--- src/rtl/alu_seq_pkg.sv ---
// Shared execute-stage constants: EXE_* opcodes (also used by the decoder) and
// the alu_seq control state encodings.
package alu_seq_pkg;

  localparam logic [3:0] EXE_MOV = 4'd0;
  localparam logic [3:0] EXE_MVN = 4'd1;
  localparam logic [3:0] EXE_ADD = 4'd2;
  localparam logic [3:0] EXE_ADC = 4'd3;
  localparam logic [3:0] EXE_SUB = 4'd4;
  localparam logic [3:0] EXE_SBC = 4'd5;
  localparam logic [3:0] EXE_AND = 4'd6;
  localparam logic [3:0] EXE_ORR = 4'd7;
  localparam logic [3:0] EXE_EOR = 4'd8;
  localparam logic [3:0] EXE_CMP = 4'd9;
  localparam logic [3:0] EXE_TST = 4'd10;
  localparam logic [3:0] EXE_LDR = 4'd11;
  localparam logic [3:0] EXE_STR = 4'd12;
  localparam logic [3:0] EXE_MUL = 4'd13;

  typedef enum logic {
    ALU_SEQ_IDLE = 1'b0,
    ALU_SEQ_MUL  = 1'b1
  } alu_seq_state_e;

endpackage

--- src/rtl/alu_seq_mul.sv ---
// Iterative unsigned shift-add multiplier retiring MUL_BPC multiplier bits per
// cycle. done pulses combinationally during the last iteration with product valid.
module alu_seq_mul #(
  parameter int WIDTH   = 32,
  parameter int MUL_BPC = 1
) (
  input  logic             clk,
  input  logic             rst,
  input  logic             start,
  input  logic [WIDTH-1:0] a,
  input  logic [WIDTH-1:0] b,
  output logic             done,
  output logic [WIDTH-1:0] product
);

  localparam int K     = WIDTH / MUL_BPC;
  localparam int CNT_W = $clog2(K + 1);

  logic             run_q, run_d;
  logic [CNT_W-1:0] cnt_q, cnt_d;
  logic [WIDTH-1:0] a_q, a_d, b_q, b_d, acc_q, acc_d, acc_step;

  always_comb begin
    run_d    = run_q;
    cnt_d    = cnt_q;
    a_d      = a_q;
    b_d      = b_q;
    acc_d    = acc_q;
    done     = 1'b0;
    acc_step = acc_q;
    for (int j = 0; j < MUL_BPC; j++) begin
      if (b_q[j]) acc_step = acc_step + (a_q << j);
    end
    if (start) begin
      run_d = 1'b1;
      cnt_d = '0;
      a_d   = a;
      b_d   = b;
      acc_d = '0;
    end else if (run_q) begin
      acc_d = acc_step;
      a_d   = a_q << MUL_BPC;
      b_d   = b_q >> MUL_BPC;
      cnt_d = cnt_q + 1'b1;
      if (cnt_q == CNT_W'(K - 1)) begin
        done  = 1'b1;
        run_d = 1'b0;
      end
    end
    product = acc_step;
  end

  always_ff @(posedge clk) begin
    if (rst) begin
      run_q <= 1'b0;
      cnt_q <= '0;
    end else begin
      run_q <= run_d;
      cnt_q <= cnt_d;
    end
  end

  // Operand/accumulator datapath carries no reset; run_q qualifies it.
  always_ff @(posedge clk) begin
    a_q   <= a_d;
    b_q   <= b_d;
    acc_q <= acc_d;
  end

endmodule

--- src/rtl/alu_seq.sv ---
// Handshaked execute-stage ALU with registered result and NZCV flags.
// Define ALU_SEQ_MUL_EN to build the iterative multi-cycle MUL path.
module alu_seq
  import alu_seq_pkg::*;
#(
  parameter int WIDTH   = 32,
  parameter int MUL_BPC = 1
) (
  input  logic             clk,
  input  logic             rst,
  input  logic             in_valid,
  output logic             in_ready,
  input  logic [WIDTH-1:0] val1,
  input  logic [WIDTH-1:0] val2,
  input  logic             c_in,
  input  logic [3:0]       exe_cmd,
  output logic             out_valid,
  input  logic             out_ready,
  output logic [WIDTH-1:0] alu_out,
  output logic [3:0]       nzcv,
  output logic             busy
);

  if (WIDTH < 8 || (MUL_BPC != 1 && MUL_BPC != 2 && MUL_BPC != 4) || (WIDTH % MUL_BPC) != 0) begin : g_bad_cfg
    $error("alu_seq: unsupported WIDTH/MUL_BPC combination");
  end

  // Returns {nzcv, result}; arithmetic is done one bit wider to expose carry/borrow.
  function automatic logic [WIDTH+3:0] alu_calc(input logic [3:0] cmd, input logic [WIDTH-1:0] a,
                                                input logic [WIDTH-1:0] b, input logic cin);
    logic [WIDTH:0] s;
    logic           cf, vf;
    s  = '0;
    cf = 1'b0;
    vf = 1'b0;
    case (cmd)
      EXE_MOV: s = {1'b0, b};
      EXE_MVN: s = {1'b0, ~b};
      EXE_ADD, EXE_ADC: begin
        s  = {1'b0, a} + {1'b0, b} + {{WIDTH{1'b0}}, cin & (cmd == EXE_ADC)};
        cf = s[WIDTH];
        vf = ~(a[WIDTH-1] ^ b[WIDTH-1]) & (a[WIDTH-1] ^ s[WIDTH-1]);
      end
      EXE_SUB, EXE_CMP, EXE_SBC: begin
        s = {1'b0, a} - {1'b0, b};
        if (cmd == EXE_SBC) s = s + {{WIDTH{1'b0}}, cin} - (WIDTH+1)'(1);
        cf = s[WIDTH];
        vf = (a[WIDTH-1] ^ b[WIDTH-1]) & (a[WIDTH-1] ^ s[WIDTH-1]);
      end
      EXE_AND, EXE_TST: s = {1'b0, a & b};
      EXE_ORR:          s = {1'b0, a | b};
      EXE_EOR:          s = {1'b0, a ^ b};
      EXE_LDR, EXE_STR: begin
        s  = {1'b0, a} + {1'b0, b};
        cf = s[WIDTH];
      end
      default: s = '0;
    endcase
    return {s[WIDTH-1], (s[WIDTH-1:0] == '0), cf, vf, s[WIDTH-1:0]};
  endfunction

  logic             out_valid_q, out_valid_d;
  logic [WIDTH-1:0] alu_out_q, alu_out_d;
  logic [3:0]       nzcv_q, nzcv_d;
  logic [WIDTH+3:0] calc;
  logic             fire, drain;

  assign calc  = alu_calc(exe_cmd, val1, val2, c_in);
  assign drain = out_valid_q && out_ready;
  assign fire  = in_valid && in_ready;

`ifdef ALU_SEQ_MUL_EN
  alu_seq_state_e   state_q, state_d;
  logic             mul_start, mul_done;
  logic [WIDTH-1:0] mul_product;

  alu_seq_mul #(.WIDTH(WIDTH), .MUL_BPC(MUL_BPC)) u_mul (
    .clk     (clk),
    .rst     (rst),
    .start   (mul_start),
    .a       (val1),
    .b       (val2),
    .done    (mul_done),
    .product (mul_product)
  );

  assign in_ready = (state_q == ALU_SEQ_IDLE) && (!out_valid_q || out_ready);
  assign busy     = (state_q == ALU_SEQ_MUL);

  always_comb begin
    out_valid_d = out_valid_q && !out_ready;
    alu_out_d   = drain ? '0 : alu_out_q;
    nzcv_d      = drain ? '0 : nzcv_q;
    state_d     = state_q;
    mul_start   = 1'b0;
    case (state_q)
      ALU_SEQ_IDLE: begin
        if (fire && exe_cmd == EXE_MUL) begin
          mul_start = 1'b1;
          state_d   = ALU_SEQ_MUL;
        end else if (fire) begin
          out_valid_d = 1'b1;
          alu_out_d   = calc[WIDTH-1:0];
          nzcv_d      = calc[WIDTH+3:WIDTH];
        end
      end
      ALU_SEQ_MUL: begin
        if (mul_done) begin
          out_valid_d = 1'b1;
          alu_out_d   = mul_product;
          nzcv_d      = {mul_product[WIDTH-1], (mul_product == '0), 2'b00};
          state_d     = ALU_SEQ_IDLE;
        end
      end
      default: state_d = ALU_SEQ_IDLE;
    endcase
  end

  always_ff @(posedge clk) begin
    if (rst) state_q <= ALU_SEQ_IDLE;
    else     state_q <= state_d;
  end
`else
  assign in_ready = !out_valid_q || out_ready;
  assign busy     = 1'b0;

  always_comb begin
    out_valid_d = out_valid_q && !out_ready;
    alu_out_d   = drain ? '0 : alu_out_q;
    nzcv_d      = drain ? '0 : nzcv_q;
    if (fire) begin
      out_valid_d = 1'b1;
      alu_out_d   = calc[WIDTH-1:0];
      nzcv_d      = calc[WIDTH+3:WIDTH];
    end
  end
`endif

  // Output register stage: result and flags are architecturally visible, so they reset too.
  always_ff @(posedge clk) begin
    if (rst) begin
      out_valid_q <= 1'b0;
      alu_out_q   <= '0;
      nzcv_q      <= '0;
    end else begin
      out_valid_q <= out_valid_d;
      alu_out_q   <= alu_out_d;
      nzcv_q      <= nzcv_d;
    end
  end

  assign out_valid = out_valid_q;
  assign alu_out   = alu_out_q;
  assign nzcv      = nzcv_q;

endmodule

--- config.mk ---
export PLATFORM = sky130hd
export DESIGN_NAME = alu_seq
export DESIGN_NICKNAME = d
export VERILOG_FILES = /design/src/rtl/alu_seq_pkg.sv /design/src/rtl/alu_seq_mul.sv /design/src/rtl/alu_seq.sv
export SDC_FILE = /design/constraint.sdc
export NUM_CORES = 1
export LEC_CHECK = 0
export CAP_MARGIN = 20
export CORE_ASPECT_RATIO = 0.5
export CORE_MARGIN = 2
export CORE_UTILIZATION = 45
export CTS_BUF_LIST = sky130_fd_sc_hd__clkbuf_4
export DETAILED_ROUTE_END_ITERATION = 10
export DONT_BUFFER_PORTS = 1
export PLACE_DENSITY = 0.64
export SLEW_MARGIN = 40
export SYNTH_ARGS = -nofsm -noshare
export SYNTH_HDL_FRONTEND = slang
export SYNTH_HIERARCHICAL = 1
export SYNTH_SLANG_ARGS = --single-unit
--- constraint.sdc ---
create_clock -name clk -period 10.5 [get_ports clk]
set_clock_uncertainty 0.15 [all_clocks]
set_input_delay 0.525 -clock clk [delete_from_list [all_inputs] [get_ports clk]]
set_output_delay 0.525 -clock clk [all_outputs]
set_load 0.02 [all_outputs]
* Word-level counts from Yosys, hierarchy flattened *
Index checks and enable logic that the tools add are counted.

storage, ports and cells
  register bits = 37
  word-level logic and storage cells = 54
  output and inout port bits = 39

cells by class
  equality and inequality tests = 12
  add/subtract/negate cells = 5
  bitwise operators = 11
  muxes and demuxes = 10
  reductions and logical operators = 13

operator list
  kind                                                                  number
  32-bit one-hot mux with 8 select lines                                1
  33-bit by 1-bit adder with 33-bit output                              2
  33-bit 2-to-1 mux                                                     2
  32-bit 2-to-1 mux                                                     2
  32-bit by 32-bit adder with 33-bit output                             1
  32-bit by 32-bit subtractor with 33-bit output                        1
  33-bit by 1-bit subtractor with 33-bit output, second input constant  1
  32-bit AND                                                            1
  32-bit zero test                                                      1
  32-bit NOT                                                            1
  32-bit bitwise OR                                                     1
  32-bit XOR                                                            1
  4-bit == test, second input constant                                  5
  4-bit by 3-bit == test with 1-bit output, second input constant       4
  4-bit by 2-bit == test with 1-bit output, second input constant       2
  4-bit 2-to-1 mux                                                      2
  2-bit OR reduction                                                    3
  4-bit by 1-bit == test with 1-bit output, second input constant       1
  4-bit zero test                                                       1
  1-bit AND                                                             3
  1-bit logical AND                                                     3
  1-bit one-hot mux with 3 select lines                                 1
  3-bit OR reduction                                                    1
  1-bit XOR                                                             3
  6 further kinds                                                       7

* Logic depth before layout (Yosys ltp) *
  depth in word-level cells = 9
  gate-level depth with buffers = 19
  mapped depth without buffers = 18

* Worst setup path after synthesis *
OpenSTA, ideal clock, no wires.

  path type = input port to flip-flop
  start = input port val1[0]
  end = register nzcv_q[2] (netlist: nzcv[2])
  required time = 10.266 ns
  arrival = 4.371 ns
  path buffers = 0
  stages = 17
  setup slack = 5.895 ns
  setup time = 0.084 ns
  cell sequence = inv_1 -> ha_1 -> inv_1 -> fa_1 -> nor2b_1 -> or4b_1 -> a211o_1 -> a22o_4 -> nor3_1 -> xnor2_1 -> o221ai_1 -> nor4b_1 -> nor4b_2 -> or4b_1 -> nor4_2 -> nand4_1 -> o31ai_2

between the ends
  word-level cells in the longest chain between the ends = 8

RTL lines
  what                                            RTL line        RTL
  start, declared                                 alu_seq.sv:13   input logic [WIDTH-1:0] val1,
  32-bit by 32-bit subtractor with 33-bit output  alu_seq.sv:45   s = {1'b0, a} - {1'b0, b};
  33-bit by 1-bit adder with 33-bit output        alu_seq.sv:46   if (cmd == EXE_SBC) s = s + {{WIDTH{1'b0}}, cin} - (WIDTH+1)'(1);
  33-bit by 1-bit subtractor with 33-bit output   alu_seq.sv:46
  33-bit 2-to-1 mux                               alu_seq.sv:46
  33-bit 2-to-1 mux                               alu_seq.sv:36   case (cmd)
  32-bit one-hot mux with 8 select lines *        alu_seq.sv:36
  32-bit zero test *                              alu_seq.sv:59   return {s[WIDTH-1], (s[WIDTH-1:0] == '0), cf, vf, s[WIDTH-1:0]};
  4-bit 2-to-1 mux *                              alu_seq.sv:131  if (fire) begin
  end signal, assigned                            alu_seq.sv:148  nzcv_q <= nzcv_d;
  end, declared                                   alu_seq.sv:64   logic [3:0] nzcv_q, nzcv_d;

Every way passes the cells marked *; elsewhere a longest branch is shown, timed or not. The select of a mux whose other input is x is not followed.
A chain may end at the register's enable or synchronous reset.

* Final worst setup path *
  start = input port val2[5]
  end = register nzcv_q[2] (netlist: nzcv[2])

between the ends
  word-level cells in the longest chain between the ends = 8

RTL lines
  what                                            RTL line        RTL
  start, declared                                 alu_seq.sv:14   input logic [WIDTH-1:0] val2,
  32-bit by 32-bit subtractor with 33-bit output  alu_seq.sv:45
  33-bit by 1-bit adder with 33-bit output        alu_seq.sv:46
  33-bit by 1-bit subtractor with 33-bit output   alu_seq.sv:46
  33-bit 2-to-1 mux                               alu_seq.sv:46
  33-bit 2-to-1 mux                               alu_seq.sv:36
  32-bit one-hot mux with 8 select lines *        alu_seq.sv:36
  32-bit zero test *                              alu_seq.sv:59
  4-bit 2-to-1 mux *                              alu_seq.sv:131

Marks and branches as above.

==> results.md <==
- Result of the run: completed
- Cells after synthesis: 1386
- Number of global-route vias before repair: just under 10k
- Leakage: ~3.7 nW
- Total Negative Setup Slacks: 0 ns
- Delay contributed by the slowest stage of the critical path: 0.72 ns
- DIE HEIGHT: between 100 and 150 microns
- Finished Layout Cells: ~1.6k
- Setup violators final: 0
- Ratio of final minimum period to clock period: 0.5089
- Switching power: around 0.44 mW
- Port bufs: 0
- Mean cell area of the mapped netlist: about 6.9 sq um
- Commonest cells in the netlist: nand2_1 (132), nor2_1 (124), inv_1 (105), ha_1 (100), a21oi_1 (72)
- Setup repair after global routing missed its margin: no
- Final non-filler cell area: 0.009625 sq mm
- Max-slew headroom: 0.4394
- Share of the synthesized area in the top cell type: 0.1316
- Remaining design rule violation count: 0
- Buffer count from post-CTS setup fixing: 0
- Worst Path Arrival: ~5.5 ns
- Switching part of the total power: 0.5449
- Cell accounting for the most synthesized area: ha_1
- Antenna violations before repair: 1
- Total chip power: roughly 0.8 mW
- Final hold slack: about 0.067 ns
- Wire length of the first global-routing pass: roughly 54000 microns
- Area of the mapped netlist: approximately 0.0095 sq mm
- Share of total power in combinational logic: 0.704
- Final antenna-violating net count: 0
- Post-DP Area: 0.009565 sq mm
- Number of hold buffers added after cts: 0
- Area inside the core boundary: 0.02065 sq mm
- Number of buffers created by CTS: 5
- 1st-pass router iterations: 5
- Max_cap viols: 0
- Highest achievable clock rate: roughly 0.19 GHz
- Effective utilization at floorplan: 0.4606
- Share of async-settable or async-resettable flops after synthesis: 0
- Final-layout fill cell count: approximately 2.1k
- Die Span X: approximately 210 microns
- CP max FO: 17
- Share of layout cells above drive strength 1: 0.05407
- DP Wirelength: approximately 28000 microns
- Placed instance count: 1579
- Number of max-slew violations in the final report: 0
- P&R area growth vs syn: 1.210%
- Gr ovfl total: 0
- Number of warnings issued by yosys: 6
- NumNets Final: approximately 1.5k
- Main synth FF type: dfxtp_1
- Critical setup path kind: input port to register
- Top cells by area in the synthesized netlist: ha_1 (13%), dfxtp_1 (7.6%), xnor2_1 (6.4%)
- Worst voltage drop across the vdd grid: about 0.056 mV
- Slowest cell on crit path: or4_1
- Drt total wl: between 30000 and 40000 microns
- Fraction of the yosys area taken by sequential cells: 0.07578
- Setup ws final: 5.156 ns
- Number of gates given a new drive strength after cts: 0
- Most Frequent Cell on Critical Path: nor4_1
- Vias post-DR: around 11k
- Post-synthesis register bit count: 36
- First-iteration detailed-routing DRC count: 1061
- Count of standard-cell rows: 37
- Clock network fraction of total power: 0.089
- Worst hold path class: input port to register
- Distinct cell type count of the synthesized netlist: 93
- Inserted Diodes: 0
- Proportion of power drawn by flip-flops and latches: 0.207
- Number of hold-slack violations in the final timing report: 0
- Sequence of cells on the critical path: inv_1, ha_1, o211ai_1, o21ai_1, a21oi_1, a211oi_1, nand2_1, or4_1, nor4_1, xnor2_1, o221ai_1, nor4_1, nand4_1, o31ai_2
- Post-synth EDFFs: 0
- Final weighted congestion of routability-driven global placement: between 0.9 and 1
- Crit path required time: 10.62 ns
- Ratio of total power to cell area: around 85 mW/mm^2
- Clock root buffer master: clkbuf_4
- Least-Margin Pin Slew: between 0.8 and 0.9 ns
- Average vias per placed instance: around 6.6
- Total number of H-tree levels: 2
- Die area: between 0.02 and 0.025 sq mm
- Leading cell type by number of instances after synthesis: nand2_1
- Number of top-level design ports: about 110
- Pin count of the biggest net entering global routing: 38
- Time the final worst path needs with I/O delays and setup: roughly 5.3 ns
- CTS clk-pin slew, worst paths: 0.11 ns
- Setup WS pre-CTS: a little under 5 ns
- Internal Dissipation: 0.3714 mW
- # clock sinks: 36
- Per-cell routed wire length: around 22 microns
- Synthesized net count: 1561
- Clock insertion delay at the later pin of the skew report: 0.35 ns
- Longest Clk Path Bufs: 2
- Post-route core utilization: 0.4662
- CTS tree: yes
- Startpoint type of the worst setup path: input port
- Type of destination of the critical path: register
- All-Layer GR Usage: 0.3041
==> state kept, by name, summed over array words and instances, names as in the netlist <==
signal	count
out_valid	1
alu_out	32
nzcv	3
==> layer usage <==
metal | vias to the layer above | routed length (microns) | GRT usage
met5 | - | 13 | 0
met4 | 2 | 860 | 0.07801
met3 | 57 | 2896 | 0.05595
met2 | 449 | 15060 | 0.4845
met1 | 5011 | 16070 | 0.4232
li1 | 4986 | - | -
==> placed cells by master, fill, tap and decap left out, types with 23 or more instances in the layout <==
cell type	n
a21oi_1	72
a221oi_1	25
a22oi_1	27
a31oi_1	23
dfxtp_1	36
ha_1	100
inv_1	105
nand2_1	132
nand3_1	52
nand4_1	29
nor2_1	124
nor3_1	29
nor4_1	25
o211ai_1	36
o21ai_0	70
xnor2_1	69
xor2_1	25
==> critical path: cells and delay by family <==
| family | cells | cell delay, ns |
|---|---|---|
| compound gates | 6 | 2.03 |
| fa+ha+maj | 1 | 0.70 |
| xor+xnor | 1 | 0.16 |
| simple gates | 5 | 1.98 |
| buf+inv | 1 | 0.05 |
==> path summary, 6_finish.rpt <==
check | startpoint | end | slack, ns | cells past startpoint
max | val2[5] | nzcv[2]$_SDFFE_PP0P_ | 5.16 | 14
min | rst | alu_out[2]$_SDFFE_PP0P_ | 0.07 | 1
max reg2reg | out_valid$_SDFF_PP0_ | nzcv[2]$_SDFFE_PP0P_ | 5.96 | 14
min reg2reg | nzcv[0]$_SDFFE_PP0P_ | nzcv[0]$_SDFFE_PP0P_ | 0.42 | 2
==> kinds of logic (layout without fill, tap and decap cells) <==
logic type / after synthesis / in the layout / synth area share
XOR/XNOR: 96 / 96 / 0.08999
buffers and inverters: 197 / 124 / 0.08262
adder cells (fa/ha/maj): 102 / 102 / 0.1358
AND/OR/NAND/NOR: 513 / 513 / 0.2810
flip-flops: 36 / 36 / 0.07578
other: 1 / 1 / 0.0003943
multiplexers: 8 / 8 / 0.008815
AO/OA/AOI/OAI: 433 / 433 / 0.3256
==> layout make-up <==
class,instances,area [sq um],area share
Clock buffer,5,37.54,0.003900
Timing Repair Buffer,11,82.58,0.008579
Inverter,106,397.9,0.04134
Multi-Input combinational cell,1153,8038,0.8350
Sequential cell,36,720.7,0.07487
Tap cell,273,341.6,0.03549
Clock inverter,2,7.507,0.0007799
==> power by group through the flow <==
stage	logic (mW)	clock network [mW]	registers, mW
2_1_floorplan	0.437	0	0.169
3_3_place_gp	0.552	0	0.173
3_5_place_dp	0.557	0	0.173
4_1_cts	0.561	0.0749	0.170
5_1_grt	0.623	0.0827	0.171
6_report	0.575	0.0723	0.169
No activity file was read; power rests on OpenSTA's default activity.
